**src/rtl/uart_byte_receiver.sv**
```systemverilog
// UART byte receiver: 8N1 deserialiser (LSB first) with registered load / framing strobes.
// Define UART_PARITY_EN to expect one even-parity bit after the data bits.
module uart_byte_receiver #(
    parameter int ClockFreq = 100_000_000,
    parameter int BaudRate  = 9600,
    parameter int B         = 8
) (
    input  logic         clock,
    input  logic         reset_n,
    input  logic         rx,
    output logic         load,
    output logic [B-1:0] data,
    output logic         frame_error,
    output logic         parity_error,
    output logic         busy
);
    localparam int CyclesPerBit = ClockFreq / BaudRate;
    localparam int CntW         = $clog2(CyclesPerBit);
    localparam int BitW         = $clog2(B + 1);
    localparam logic [CntW-1:0] HalfLast = CntW'(CyclesPerBit / 2 - 1);
    localparam logic [CntW-1:0] FullLast = CntW'(CyclesPerBit - 1);
    localparam logic [BitW-1:0] LastBit  = BitW'(B - 1);

    if (CyclesPerBit < 4) begin : g_bad_rate
        $error("uart_byte_receiver: ClockFreq/BaudRate must be at least 4");
    end

    typedef enum logic [2:0] {
        S_Idle,
        S_Start,
        S_Data,
`ifdef UART_PARITY_EN
        S_Parity,
`endif
        S_Stop,
        S_Break
    } state_e;

    state_e          state_q, state_d;
    logic [1:0]      rx_sync_q;
    logic            rx_s;
    logic [CntW-1:0] cnt_q, cnt_d;
    logic [BitW-1:0] bit_q, bit_d;
    logic [B-1:0]    shift_q, shift_d;
    logic [B-1:0]    data_q, data_d;
    logic            load_q, load_d;
    logic            ferr_q, ferr_d;
    logic            busy_q;
`ifdef UART_PARITY_EN
    logic            perr_q, perr_d;
    logic            par_bad_q, par_bad_d;
`endif

    assign rx_s = rx_sync_q[1];

    // Next-state and strobe decode; every sample point is the last count of its bit slot.
    always_comb begin
        state_d   = state_q;
        cnt_d     = cnt_q + CntW'(1);
        bit_d     = bit_q;
        shift_d   = shift_q;
        data_d    = data_q;
        load_d    = 1'b0;
        ferr_d    = 1'b0;
`ifdef UART_PARITY_EN
        perr_d    = 1'b0;
        par_bad_d = par_bad_q;
`endif
        case (state_q)
            S_Idle: begin
                cnt_d = '0;
                bit_d = '0;
                if (!rx_s) begin
                    state_d = S_Start;
`ifdef UART_PARITY_EN
                    par_bad_d = 1'b0;
`endif
                end else begin
                    state_d = S_Idle;
                end
            end
            S_Start: begin
                if (cnt_q == HalfLast) begin
                    cnt_d = '0;
                    if (!rx_s) begin
                        state_d = S_Data;
                    end else begin
                        state_d = S_Idle;
                    end
                end else begin
                    state_d = S_Start;
                end
            end
            S_Data: begin
                if (cnt_q == FullLast) begin
                    cnt_d   = '0;
                    shift_d = {rx_s, shift_q[B-1:1]};
                    if (bit_q == LastBit) begin
                        bit_d = '0;
`ifdef UART_PARITY_EN
                        state_d = S_Parity;
`else
                        state_d = S_Stop;
`endif
                    end else begin
                        bit_d = bit_q + BitW'(1);
                    end
                end else begin
                    state_d = S_Data;
                end
            end
`ifdef UART_PARITY_EN
            S_Parity: begin
                if (cnt_q == FullLast) begin
                    cnt_d     = '0;
                    par_bad_d = (^shift_q) ^ rx_s;
                    state_d   = S_Stop;
                end else begin
                    state_d = S_Parity;
                end
            end
`endif
            S_Stop: begin
                if (cnt_q == FullLast) begin
                    cnt_d = '0;
                    if (rx_s) begin
                        state_d = S_Idle;
`ifdef UART_PARITY_EN
                        if (par_bad_q) begin
                            ferr_d = 1'b1;
                            perr_d = 1'b1;
                        end else begin
                            load_d = 1'b1;
                            data_d = shift_q;
                        end
`else
                        load_d = 1'b1;
                        data_d = shift_q;
`endif
                    end else begin
                        ferr_d  = 1'b1;
                        state_d = S_Break;
                    end
                end else begin
                    state_d = S_Stop;
                end
            end
            S_Break: begin
                cnt_d = '0;
                if (rx_s) begin
                    state_d = S_Idle;
                end else begin
                    state_d = S_Break;
                end
            end
            default: begin
                state_d = S_Idle;
                cnt_d   = '0;
            end
        endcase
    end

    // State, datapath and output registers; synchroniser resets to the idle line level.
    always_ff @(posedge clock or negedge reset_n) begin
        if (!reset_n) begin
            rx_sync_q <= 2'b11;
            state_q   <= S_Idle;
            cnt_q     <= '0;
            bit_q     <= '0;
            shift_q   <= '0;
            data_q    <= '0;
            load_q    <= 1'b0;
            ferr_q    <= 1'b0;
            busy_q    <= 1'b0;
        end else begin
            rx_sync_q <= {rx_sync_q[0], rx};
            state_q   <= state_d;
            cnt_q     <= cnt_d;
            bit_q     <= bit_d;
            shift_q   <= shift_d;
            data_q    <= data_d;
            load_q    <= load_d;
            ferr_q    <= ferr_d;
            busy_q    <= (state_d != S_Idle);
        end
    end

`ifdef UART_PARITY_EN
    // Parity verdict is held from the parity sample until the stop-bit decision.
    always_ff @(posedge clock or negedge reset_n) begin
        if (!reset_n) begin
            perr_q    <= 1'b0;
            par_bad_q <= 1'b0;
        end else begin
            perr_q    <= perr_d;
            par_bad_q <= par_bad_d;
        end
    end
    assign parity_error = perr_q;
`else
    assign parity_error = 1'b0;
`endif

    assign load        = load_q;
    assign data        = data_q;
    assign frame_error = ferr_q;
    assign busy        = busy_q;

endmodule

```
**config.mk**
```make
export PLATFORM = sky130hd
export DESIGN_NAME = uart_byte_receiver
export DESIGN_NICKNAME = d
export VERILOG_FILES = /design/src/rtl/uart_byte_receiver.sv
export SDC_FILE = /design/constraint.sdc
export NUM_CORES = 1
export LEC_CHECK = 0
export CORE_MARGIN = 2
export CORE_UTILIZATION = 51
export CTS_BUF_LIST = sky130_fd_sc_hd__clkbuf_8 sky130_fd_sc_hd__clkbuf_16
export DETAILED_ROUTE_END_ITERATION = 8
export PLACE_DENSITY = 0.75
export RECOVER_POWER = 100
export SYNTH_ARGS = -nofsm -noshare
export SYNTH_HDL_FRONTEND = slang
export SYNTH_SLANG_ARGS = --single-unit
```
**constraint.sdc**
```tcl
create_clock -name clock -period 1.8 [get_ports clock]
set_input_delay 0.36 -clock clock [delete_from_list [all_inputs] [get_ports clock]]
set_output_delay 0.36 -clock clock [all_outputs]
set_load 0.05 [all_outputs]
```
Yosys cells after proc, flatten, opt, wreduce, memory -nomap -nowiden
Index checks and enable logic that the tools add are counted.
{"block": "totals", "regBits": 42, "latchBits": 0, "ramBits": 0, "romBits": 0, "inputBits": 3, "word_cells": 46, "n_memories": 0}
{"block": "classes", "addsub": 2, "n_mul": 0, "div_mod_pow": 0, "order_cmp": 0, "eq_ne": 8, "shift": 0, "mux": 20, "bitwise": 0, "reduce_logical": 7}
{"op": "$mux W14", "n": 2}
{"op": "$pmux W14 S2", "n": 1}
{"op": "$mux W3", "n": 5}
{"op": "$pmux W3 S5", "n": 1}
{"op": "$add A14 B1 Y14 const B", "n": 1}
{"op": "$eq A14 B13 Y1 const B", "n": 1}
{"op": "$eq A14 B14 Y1 const B", "n": 1}
{"op": "$mux W4", "n": 2}
{"op": "$pmux W4 S2", "n": 1}
{"op": "$mux W1", "n": 7}
{"op": "$eq A3 B2 Y1 const B", "n": 2}
{"op": "$add A4 B1 Y4 const B", "n": 1}
{"op": "$eq A4 B3 Y1 const B", "n": 1}
{"op": "$reduce_and A2 Y1", "n": 2}
{"op": "$eq A3 B1 Y1 const B", "n": 1}
{"op": "$eq A3 B3 Y1 const B", "n": 1}
{"op": "$logic_not A3 Y1", "n": 1}
{"op": "$reduce_and A3 Y1", "n": 1}
{"op": "$reduce_bool A3 Y1", "n": 1}
{"op": "$mux W2", "n": 1}
{"op": "$ne A2 B2 Y1 const B", "n": 1}
{"op": "$reduce_bool A2 Y1", "n": 1}
{"op": "$reduce_or A2 Y1", "n": 1}

Depth between registers and ports, before layout
Gate-level depths: netlist of run 1.
{"block": "logic_depth", "depth_word": 5, "mapped_depth": 6, "depth_no_buf": 5}

Least setup slack after synthesis of run 1
Ideal clock, no wire load.
{"block": "synth_path", "path_type": "reg-to-reg", "startpoint": "register cnt_q[0]", "endpoint": "register data_q[0], in the netlist data[0]", "t_arrival_ns": 1.788, "required_ns": 1.675, "path_slack_ns": -0.112, "path_stages_with_launch": 7, "path_buffers": 1, "cell_sequence": "dfrtp_1 > ha_1 > nand4bb_2 > nor4_4 > and3_1 > buf_4 > mux2_2"}
{"block": "synth_via", "elab_chain_cells": 2}
{"item": "start: declaration", "line": "42", "text": "logic [CntW-1:0] cnt_q, cnt_d;"}
{"item": "start signal: assignment", "line": "178", "text": "cnt_q <= cnt_d;"}
{"item": "$eq A14 B14 Y1", "line": "124", "text": "if (cnt_q == FullLast) begin"}
{"item": "$reduce_and A3 Y1 (no line)"}
{"item": "end signal: assignment", "line": "181", "text": "data_q <= data_d;"}
{"item": "end: declaration", "line": "45", "text": "logic [B-1:0] data_q, data_d;"}
No other way between the ends.
A chain may end at the register's enable or synchronous reset.

Worst setup path in the final report of run 1
{"block": "layout_path", "startpoint": "register cnt_q[4]", "endpoint": "register data_q[4], in the netlist data[4]"}
The elaborated chain is that of the path after synthesis.

==> impl_metrics.csv, run 1 <==
group,metric,value,unit
status,status,"finished with violations",
status,violations,"max-capacitance violations",
timing,slew_viol_final,0,
synthesis,ys_seq_area_frac,0.5453,
synthesis,synth_common_cells,"40 x dfrtp_1, 23 x nor2_1, 15 x mux2_2",
routing,drcViolationCount,0,
place,port_buffers,13,
power_and_ir_drop,max-vdd-ir-drop,542.3,µV
synthesis,synth_area,0.001932,mm²
timing,setup_ws,0.005101,ns
grt,grt_usage,0.2089,
cells_and_area,multiInputGateArea,928.4,µm²
hold_path,min_to,"rx_sync_q[1]",
worst_setup_path,cp_data_required_time,1.98,ns
hold_path,min_from,"rx_sync_q[0]",
clock_tree,cts_tree,"yes",
worst_setup_path,reg2reg_slack,0.005,ns
routing,drt_iter0_drc,200,
timing,rsz0062_at_grt,"true",
grt,first_global_vias,1433,
worst_setup_path,crit_path_end_kind,"register",
cells_and_area,layout.nets,215,
worst_setup_path,cp_max_fo,9,
die,rows,22,
grt,antenna_found_initial,0,
routing,ant_nets,0,
synthesis,synth_most_common_cell,"dfrtp_1",
grt,grt-ovfl-total,0,
power_and_ir_drop,p_comb_frac,0.017,
place,pre_cts_ws,-0.1398,ns
die,start_util,0.5277,
grt,grt_max_degree,31,
cells_and_area,final_cells,259,
synthesis,synth-main-ff-cell,"dfrtp_1",
synthesis,async_flop_share,1.000,
die,io_pins,15,
routing,wl_per_cell,15.33,µm
cells_and_area,seq_area,0.001054,mm²
routing,vias,1422,
timing,relSlewSlack,0.006963,
power_and_ir_drop,seqPwrFrac,0.603,
die,die_h,65.55,µm
worst_setup_path,cpPeakStageDelay,0.39,ns
synthesis,synthCells,165,
clock_tree,clk_pin_slew_worst_paths,0.08,ns
hold_path,hp-class,"register to register",
die,core,0.003661,mm²
place,gp_congestion,0.8005,
timing,worst_slew_pin_slew,1.490,ns
routing,finalWirelength,3.970,mm
place,placed_area,0.002260,mm²
place,post-place-cells,246,
die,dieArea,0.004296,mm²
die,die_w,65.55,µm
synthesis,synth_top_area_frac,0.5181,
power_and_ir_drop,p_leak,1.108,nW
grt,grt_first_pass_wirelength,6.699,mm
worst_setup_path,reg2reg_depth,5,
clock_tree,root_buffer,"clkbuf_8",
clock_tree,numCtsBuffers,5,
timing,timing.final.crit_period,1.795,ns
synthesis,syn_area_per_cell,11.71,µm²
cells_and_area,syn_to_final_growth,25.97,%
clock_tree,clock_path_buffers,2,
worst_setup_path,worstPathCellList,"nand4bb_4 > nor4_4 > and3_4 > buf_12 > mux2_2",
clock_tree,htreeDepth,2,
synthesis,synth_warnings,0,
power_and_ir_drop,p_int,1.222,mW
worst_setup_path,r2r-end,"data[4]",
timing,post-route-period-util,0.9972,
power_and_ir_drop,swShare,0.2239,
worst_setup_path,worstReg2RegStart,"cnt_q[4]",
synthesis,synth_edf_count,0,
synthesis,synth_area_leaders,"dfrtp_1 52%, mux2_2 8.7%, xnor2_1 4.5%, nor2_1 4.5%, dfstp_2 2.7%",
run,cap_violations,1,
power_and_ir_drop,power.share.clock,0.380,
cells_and_area,design_area,0.002434,mm²
timing,skew,0.009200,ns
synthesis,synth_top_cell_by_area,"dfrtp_1",
place,dpl.hpwl,2.694,mm
clock_tree,clk_latency,0.30,ns
synthesis,netlist-cell-type-count,46,
worst_setup_path,cp-startpoint,"cnt_q[4]",
cells_and_area,diodes,0,
cells_and_area,nFillCells,276,
cells_and_area,drive_gt1_frac,0.3175,
timing,max_freq,557.1,MHz
worst_setup_path,cp_slowest_cell,"dfrtp_1",
worst_setup_path,crit_type,"register to register",
timing,setup_violations,0,
synthesis,synthesis.nets,170,
clock_tree,cts.sinks,42,
routing,viasPerCell,5.490,
power_and_ir_drop,p_sw,352.7,µW
worst_setup_path,startpoint_type,"register",
power_and_ir_drop,p_per_area,647.2,mW/mm²
hold_path,min_path_cells,0,
timing,hold_violations,0,
routing,drt_first_pass_iters,4,
worst_setup_path,crit_arrival,1.98,ns
synthesis,synth.ff_latch_count,42,
## registers in the layout (all words and copies together) (netlist names)
name         count
cnt_q           14
load             1
data             8
busy             1
state_q          3
frame_error      1
rx_sync_q        2
bit_q            4
shift_q          8
## per-layer routing
metal | GRT usage | wire length (µm) | part of all wire
met1 | 0.2667 | 1740 | 0.44
met2 | 0.3355 | 2017 | 0.51
met3 | 0.05479 | 144 | 0.036
met4 | 0.09115 | 68 | 0.017
met5 | 0 | 0 | 0
## area by class of cell
cell class              count  share of cell area
flip-flops and latches     42              0.4329
multi-input cells         115              0.3815
repair buffers             43              0.1193
clock buffers               5             0.02828
well taps                  48             0.02468
clock inverters             3            0.008740
inverters                   3            0.004627
## cells by family after synthesis
kind of cell    Yosys count  synth area share
compound gates           12           0.05052
xor+xnor                 12           0.05440
fa+ha+maj                 2           0.01295
buf+inv                   9           0.02654
flops                    42            0.5453
mux                      16           0.09326
other cells               1          0.001941
simple gates             71            0.2150
## power by group through the flow
| stage | clock network, mW | logic, mW | registers [mW] |
|---|---|---|---|
| 2_1_floorplan | 0 | 0.00690 | 0.967 |
| 3_3_place_gp | 0 | 0.0296 | 0.967 |
| 3_5_place_dp | 0 | 0.0305 | 0.968 |
| 4_1_cts | 0.623 | 0.0305 | 0.949 |
| 5_1_grt | 0.664 | 0.0316 | 0.950 |
| 6_report | 0.598 | 0.0266 | 0.950 |
## stage by stage
| step | hold slack (ns) | setup TNS, ns | power (mW) | utilization |
|---|---|---|---|---|
| 2_1_floorplan | 0.06441 | 0 | 0.9740 | - |
| 3_3_place_gp | 0.3467 | -0.4696 | 0.9970 | 0.6172 |
| 3_5_place_dp | 0.3532 | -1.456 | 0.9985 | 0.6172 |
| 4_1_cts | 0.08959 | -0.1361 | 1.602 | 0.6483 |
| 5_1_grt | 0.3669 | -0.5565 | 1.646 | 0.6647 |
| 6_report | 0.3640 | 0 | 1.575 | 0.6647 |
## timing repair
item	in CTS	in global routing
gates cloned	0	1
setup buffers	0	4
hold buffers	0	0
pin swaps	0	2
setup endpoints to repair	30	33
resized for setup	2	11
## cells in the final DEF, fill, tap and decap left out, drive strengths merged, types with 3 or more instances in the layout
cell type	count
buf	28
clkbuf	19
dfrtp	40
inv	3
mux2	16
nand2	8
nand3	8
nand4	5
nand4bb	3
nor2	23
nor2b	3
nor3	4
nor4	4
xnor2	10
## worst max-delay path: cells and delay by family, from the launching register on
kind	cells	cell delay, ns
AND/OR/NAND/NOR	3	0.82
flip-flops	1	0.39
multiplexers	1	0.33
buffers and inverters	1	0.13
## worst max path at each step
| stage | end | depth (start not counted) |
|---|---|---|
| 2_1_floorplan | data[0] | 5 |
| 3_3_place_gp | shift_q[6] | 5 |
| 3_5_place_dp | shift_q[3] | 5 |
| 4_1_cts | cnt_q[10] | 4 |
| 5_1_grt | data[1] | 5 |
| 6_report | data[4] | 5 |
Power figures use the tool's default switching activity.
==> run 2, diff against run 1 <==
Settings changed: CORE_UTILIZATION 51 to 52, PLACE_DENSITY 0.75 to 0.73.
Clock period 1.8 ns to 2.19 ns, I/O delays scaled along.
==> run 2 against run 1 <==
The run now ends clean. Flip-flop and latch count is the same. Hold slack lost 0.15 ns. Power shrank 11%. Clock-buffer cell count is the same.
==> impl_metrics.csv, run 2 (synthesized netlist as in run 1, its figures left out) <==
group,metric,value,unit
cells_and_area,final_common_cell,"dfrtp_1",
die,start_util,0.5357,
worst_setup_path,worstReg2RegStart,"cnt_q[0]",
power_and_ir_drop,max-vdd-ir-drop,527.1,µV
cells_and_area,final_cell_mix,"40 x dfrtp_1, 23 x nor2_1, 14 x mux2_2, 12 x dlygate4sd3_1, 10 x xnor2_1",
timing,worst_slew_pin_slew,0.8377,ns
timing,max_freq,505.0,MHz
timing,timing.setup.tns,0,ns
power_and_ir_drop,p_leak,1.012,nW
worst_setup_path,startpoint_type,"register",
cells_and_area,largest_register_ffs,14,
worst_setup_path,crit_arrival,2.16,ns
worst_setup_path,cp_data_required_time,2.37,ns
worst_setup_path,worstPathCellList,"ha_1 > nand4bb_2 > nor4_4 > and3_2 > mux2_2",
run,cap_violations,0,
place,pre_cts_ws,0.09525,ns
place,port_buffers,13,
die,io_pins,15,
power_and_ir_drop,p_sw,283.9,µW
cells_and_area,nFillCells,288,
routing,drcViolationCount,0,
timing,rsz0062_at_grt,"false",
clock_tree,root_buffer,"clkbuf_8",
power_and_ir_drop,power.share.clock,0.430,
power_and_ir_drop,p_int,1.122,mW
die,dieArea,0.004219,mm²
clock_tree,clk_latency,0.29,ns
grt,first_global_vias,1271,
worst_setup_path,endpoint,"data[6]",
cells_and_area,layout.nets,188,
timing,hold_violations,0,
cells_and_area,drive_gt1_frac,0.1848,
timing,slew_viol_final,0,
power_and_ir_drop,swShare,0.2020,
clock_tree,cts_hold_buffers,0,
timing,timing.final.crit_period,1.980,ns
clock_tree,cts_tree,"yes",
worst_setup_path,cpPeakStageDelay,0.39,ns
worst_setup_path,reg2reg_depth,5,
grt,grt_max_degree,18,
clock_tree,post_cts_buffers,0,
timing,post-route-period-util,0.9041,
status,status,"completed",
clock_tree,htreeDepth,2,
timing,skew,0.002428,ns
worst_setup_path,reg2reg_slack,0.21,ns
routing,finalWirelength,3.424,mm
grt,grt_first_pass_wirelength,5.940,mm
die,rows,22,
routing,viasPerCell,5.569,
worst_setup_path,cp-startpoint,"cnt_q[0]",
worst_setup_path,cp_slowest_cell,"dfrtp_1",
worst_setup_path,cp_max_fo,9,
worst_setup_path,worst-path-buf-inv,0,
routing,vias,1292,
place,dpl.hpwl,2.537,mm
cells_and_area,syn_to_final_growth,14.51,%
worst_setup_path,crit_type,"register to register",
grt,antenna_found_initial,0,
hold_path,hp-class,"input port to asynchronous set/reset pin",
cells_and_area,largest-register,"cnt_q",
timing,relSlewSlack,0.4415,
clock_tree,clock_path_buffers,2,
worst_setup_path,cp_top_family,"simple AND/OR/NAND/NOR gates",
worst_setup_path,r2r-end,"data[6]",
die,core,0.003606,mm²
timing,setup_violations,0,
routing,drt_first_pass_iters,4,
routing,drt_iter0_drc,163,
routing,ant_nets,0,
worst_setup_path,crit_path_end_kind,"register",
timing,setup_ws,0.2100,ns
power_and_ir_drop,p_total,1.406,mW
cells_and_area,seq_area,0.001054,mm²
clock_tree,cts.sinks,42,
clock_tree,clk_pin_slew_worst_paths,0.08,ns
grt,grt-ovfl-total,0,
power_and_ir_drop,p_comb_frac,0.015,
place,gp_congestion,0.8557,
clock_tree,numCtsBuffers,5,
die,die_h,64.95,µm
grt,grt_usage,0.1903,
die,die_w,64.95,µm
cells_and_area,diodes,0,
clock_tree,cts_resized,0,
cells_and_area,multiInputGateArea,828.3,µm²
worst_setup_path,cp.depth,5,
power_and_ir_drop,p_per_area,635.5,mW/mm²
power_and_ir_drop,seqPwrFrac,0.555,
routing,wl_per_cell,14.76,µm
==> run 2: metrics by stage <==
stage,area (µm²),cells,util,hold WS (ns)
after floorplan,1932,165,-,0.1424
after global placement,2107,224,0.5843,0.3479
after detailed placement,2107,224,0.5843,0.3526
after CTS,2220,232,0.6155,0.05059
after global routing,2212,232,0.6135,0.2764
final,2212,232,0.6135,0.2175
==> run 2: worst register-to-register path: cells and delay by family, from the launching register on <==
kind / cells / cell delay [ns]
multiplexers: 1 / 0.36
flip-flops: 1 / 0.39
AND/OR/NAND/NOR: 3 / 0.91
adder cells (fa/ha/maj): 1 / 0.20
==> run 2: layout make-up <==
cell class,instances,share of cell area
tap,48,0.02715
timing repair buffer,17,0.06618
sequential,42,0.4762
inverter,3,0.005091
multi-input combinational,114,0.3744
clock buffer,5,0.03111
clock inverter,3,0.01980
==> run 2: routing by layer <==
metal / track usage / up-vias / share of wire
li1: - / 622 / -
met1: 0.2343 / 637 / 0.44
met2: 0.3067 / 26 / 0.51
met3: 0.06076 / 7 / 0.034
met4: 0.08245 / 0 / 0.019
met5: 0 / - / 0
==> run 2: power groups by stage <==
stage	clock [mW]	sequential, mW	combinational (mW)
final	0.605	0.780	0.0212
after global routing	0.659	0.780	0.0253
after CTS	0.622	0.780	0.0249
after detailed placement	0	0.795	0.0249
after global placement	0	0.795	0.0242
after floorplan	0	0.795	0.00567
==> run 2: how the worst min path moves through the flow <==
| stage | startpoint | end | slack (ns) | depth (start not counted) |
|---|---|---|---|---|
| after floorplan | reset_n | bit_q[0] | 0.14 | 0 |
| after detailed placement | rx_sync_q[0] | rx_sync_q[1] | 0.35 | 0 |
| after global routing | reset_n | frame_error | 0.28 | 1 |
| after global placement | rx_sync_q[0] | rx_sync_q[1] | 0.35 | 0 |
| final | reset_n | frame_error | 0.22 | 1 |
| after CTS | reset_n | frame_error | 0.05 | 1 |
==> run 3, diff against run 2 <==
Settings changed: CTS_CLUSTER_DIAMETER from default to 50, PLACE_DENSITY 0.73 to 0.72.
==> run 3 against run 2 <==
Routed wire length decreased by 0.85%. Non-clock buffer count unchanged. Global-route usage decreased by 0.30 points. Clock power decreased by 19%. Register-to-register slack about the same.
==> impl_metrics.csv, run 3 (synthesized netlist as in run 1, its figures left out) <==
group,metric,value,unit
worst_setup_path,cp_data_required_time,2.37,ns
place,post-place-cells,224,
place,port_buffers,13,
worst_setup_path,crit_type,"register to register",
hold_path,hp-class,"input port to asynchronous set/reset pin",
grt,grt_usage,0.1873,
worst_setup_path,cp_max_fo,9,
grt,grt_max_degree,20,
timing,hold_violations,0,
clock_tree,htreeDepth,2,
routing,wl_per_cell,14.63,µm
power_and_ir_drop,p_per_area,589.4,mW/mm²
grt,grt-ovfl-total,0,
clock_tree,post_cts_buffers,0,
timing,post-route-period-util,0.9011,
grt,grt_first_pass_wirelength,5.934,mm
worst_setup_path,worstReg2RegStart,"cnt_q[0]",
cells_and_area,final_common_cell,"dfrtp_1",
routing,ant_nets,0,
die,dieArea,0.004219,mm²
timing,timing.final.crit_period,1.973,ns
routing,drt_first_pass_iters,4,
cells_and_area,multiInputGateArea,828.3,µm²
cells_and_area,largest_register_ffs,14,
cells_and_area,drive_gt1_frac,0.1902,
power_and_ir_drop,p_leak,0.9972,nW
cells_and_area,syn_to_final_growth,13.34,%
cells_and_area,design_area,0.002190,mm²
timing,setup_violations,0,
status,status,"completed",
grt,antenna_found_initial,0,
timing,skew,0.004607,ns
worst_setup_path,crit_path_end_kind,"register",
die,start_util,0.5357,
clock_tree,cts_hold_buffers,0,
cells_and_area,final_cell_mix,"40 x dfrtp_1, 23 x nor2_1, 15 x mux2_2, 12 x dlygate4sd3_1, 10 x xnor2_1",
place,dpl.hpwl,2.511,mm
die,die_w,64.95,µm
die,core,0.003606,mm²
timing,relSlewSlack,0.3745,
power_and_ir_drop,p_total,1.291,mW
clock_tree,clk_pin_slew_worst_paths,0.08,ns
routing,vias,1303,
timing,worst_slew_pin_slew,0.9382,ns
routing,drcViolationCount,0,
worst_setup_path,reg2reg_depth,5,
clock_tree,clk_latency,0.29,ns
clock_tree,cts_resized,0,
cells_and_area,final_cells,232,
routing,drt_iter0_drc,78,
clock_tree,cts_tree,"yes",
timing,timing.setup.tns,0,ns
power_and_ir_drop,max-vdd-ir-drop,489.5,µV
routing,viasPerCell,5.616,
place,placed_area,0.002107,mm²
clock_tree,numCtsBuffers,5,
timing,max_freq,506.8,MHz
cells_and_area,layout.nets,188,
die,die_h,64.95,µm
cells_and_area,largest-register,"cnt_q",
timing,rsz0062_at_grt,"false",
worst_setup_path,startpoint_type,"register",
clock_tree,cts.sinks,42,
routing,finalWirelength,3.395,mm
run,cap_violations,0,
clock_tree,root_buffer,"clkbuf_8",
cells_and_area,seq_area,0.001054,mm²
die,io_pins,15,
worst_setup_path,cp-startpoint,"cnt_q[0]",
worst_setup_path,crit_arrival,2.16,ns
timing,slew_viol_final,0,
worst_setup_path,r2r-end,"data[0]",
cells_and_area,diodes,0,
clock_tree,clock_path_buffers,2,
die,rows,22,
grt,first_global_vias,1298,
place,gp_congestion,0.8022,
cells_and_area,nFillCells,288,
worst_setup_path,reg2reg_slack,0.22,ns
run 3: how the worst max path moves through the flow:
stage,end,slack [ns],cells after the start
global placement,data[0],0.17,5
finish,data[0],0.22,5
global route,data[6],0.04,5
CTS,data[0],0.08,5
floorplan,data[0],0.28,6
detailed placement,data[0],0.1,5
run 3: per-stage QoR:
step	hold slack, ns	utilization	setup WS, ns
after floorplan	0.1424	-	0.2775
after global placement	0.3480	0.5843	0.1748
after detailed placement	0.3504	0.5843	0.09537
after CTS	0.02944	0.6093	0.07707
after global routing	0.2690	0.6072	0.04237
final	0.1891	0.6072	0.2166
run 3: critical path, stage by stage (launching register included):
cell,delay (ns)
dfrtp_1,0.40
ha_1,0.19
nand4bb_2,0.19
nor4_4,0.35
and3_2,0.36
mux2_2,0.36
run 3: where the power goes:
group	leakage, nW	switching [mW]	total [mW]	internal (mW)
sequential	0.560	0.00206	0.780	0.778
clock	0.0441	0.266	0.489	0.224
combinational	0.393	0.0185	0.0210	0.00247
total	0.997	0.286	1.29	1.00
run 3: metal layers:
metal  routed length (µm)  global-route usage
met1                 1484              0.2310
met2                 1746              0.3041
met3                  111             0.05729
met4                   53             0.07979
met5                    0                   0
run 3: final cells by class:
cell class	instances	share of cell area
well taps	48	0.02743
flip-flops and latches	42	0.4811
inverters	3	0.005143
clock inverters	3	0.009714
repair buffers	17	0.06686
multi-input cells	114	0.3783
clock buffers	5	0.03143
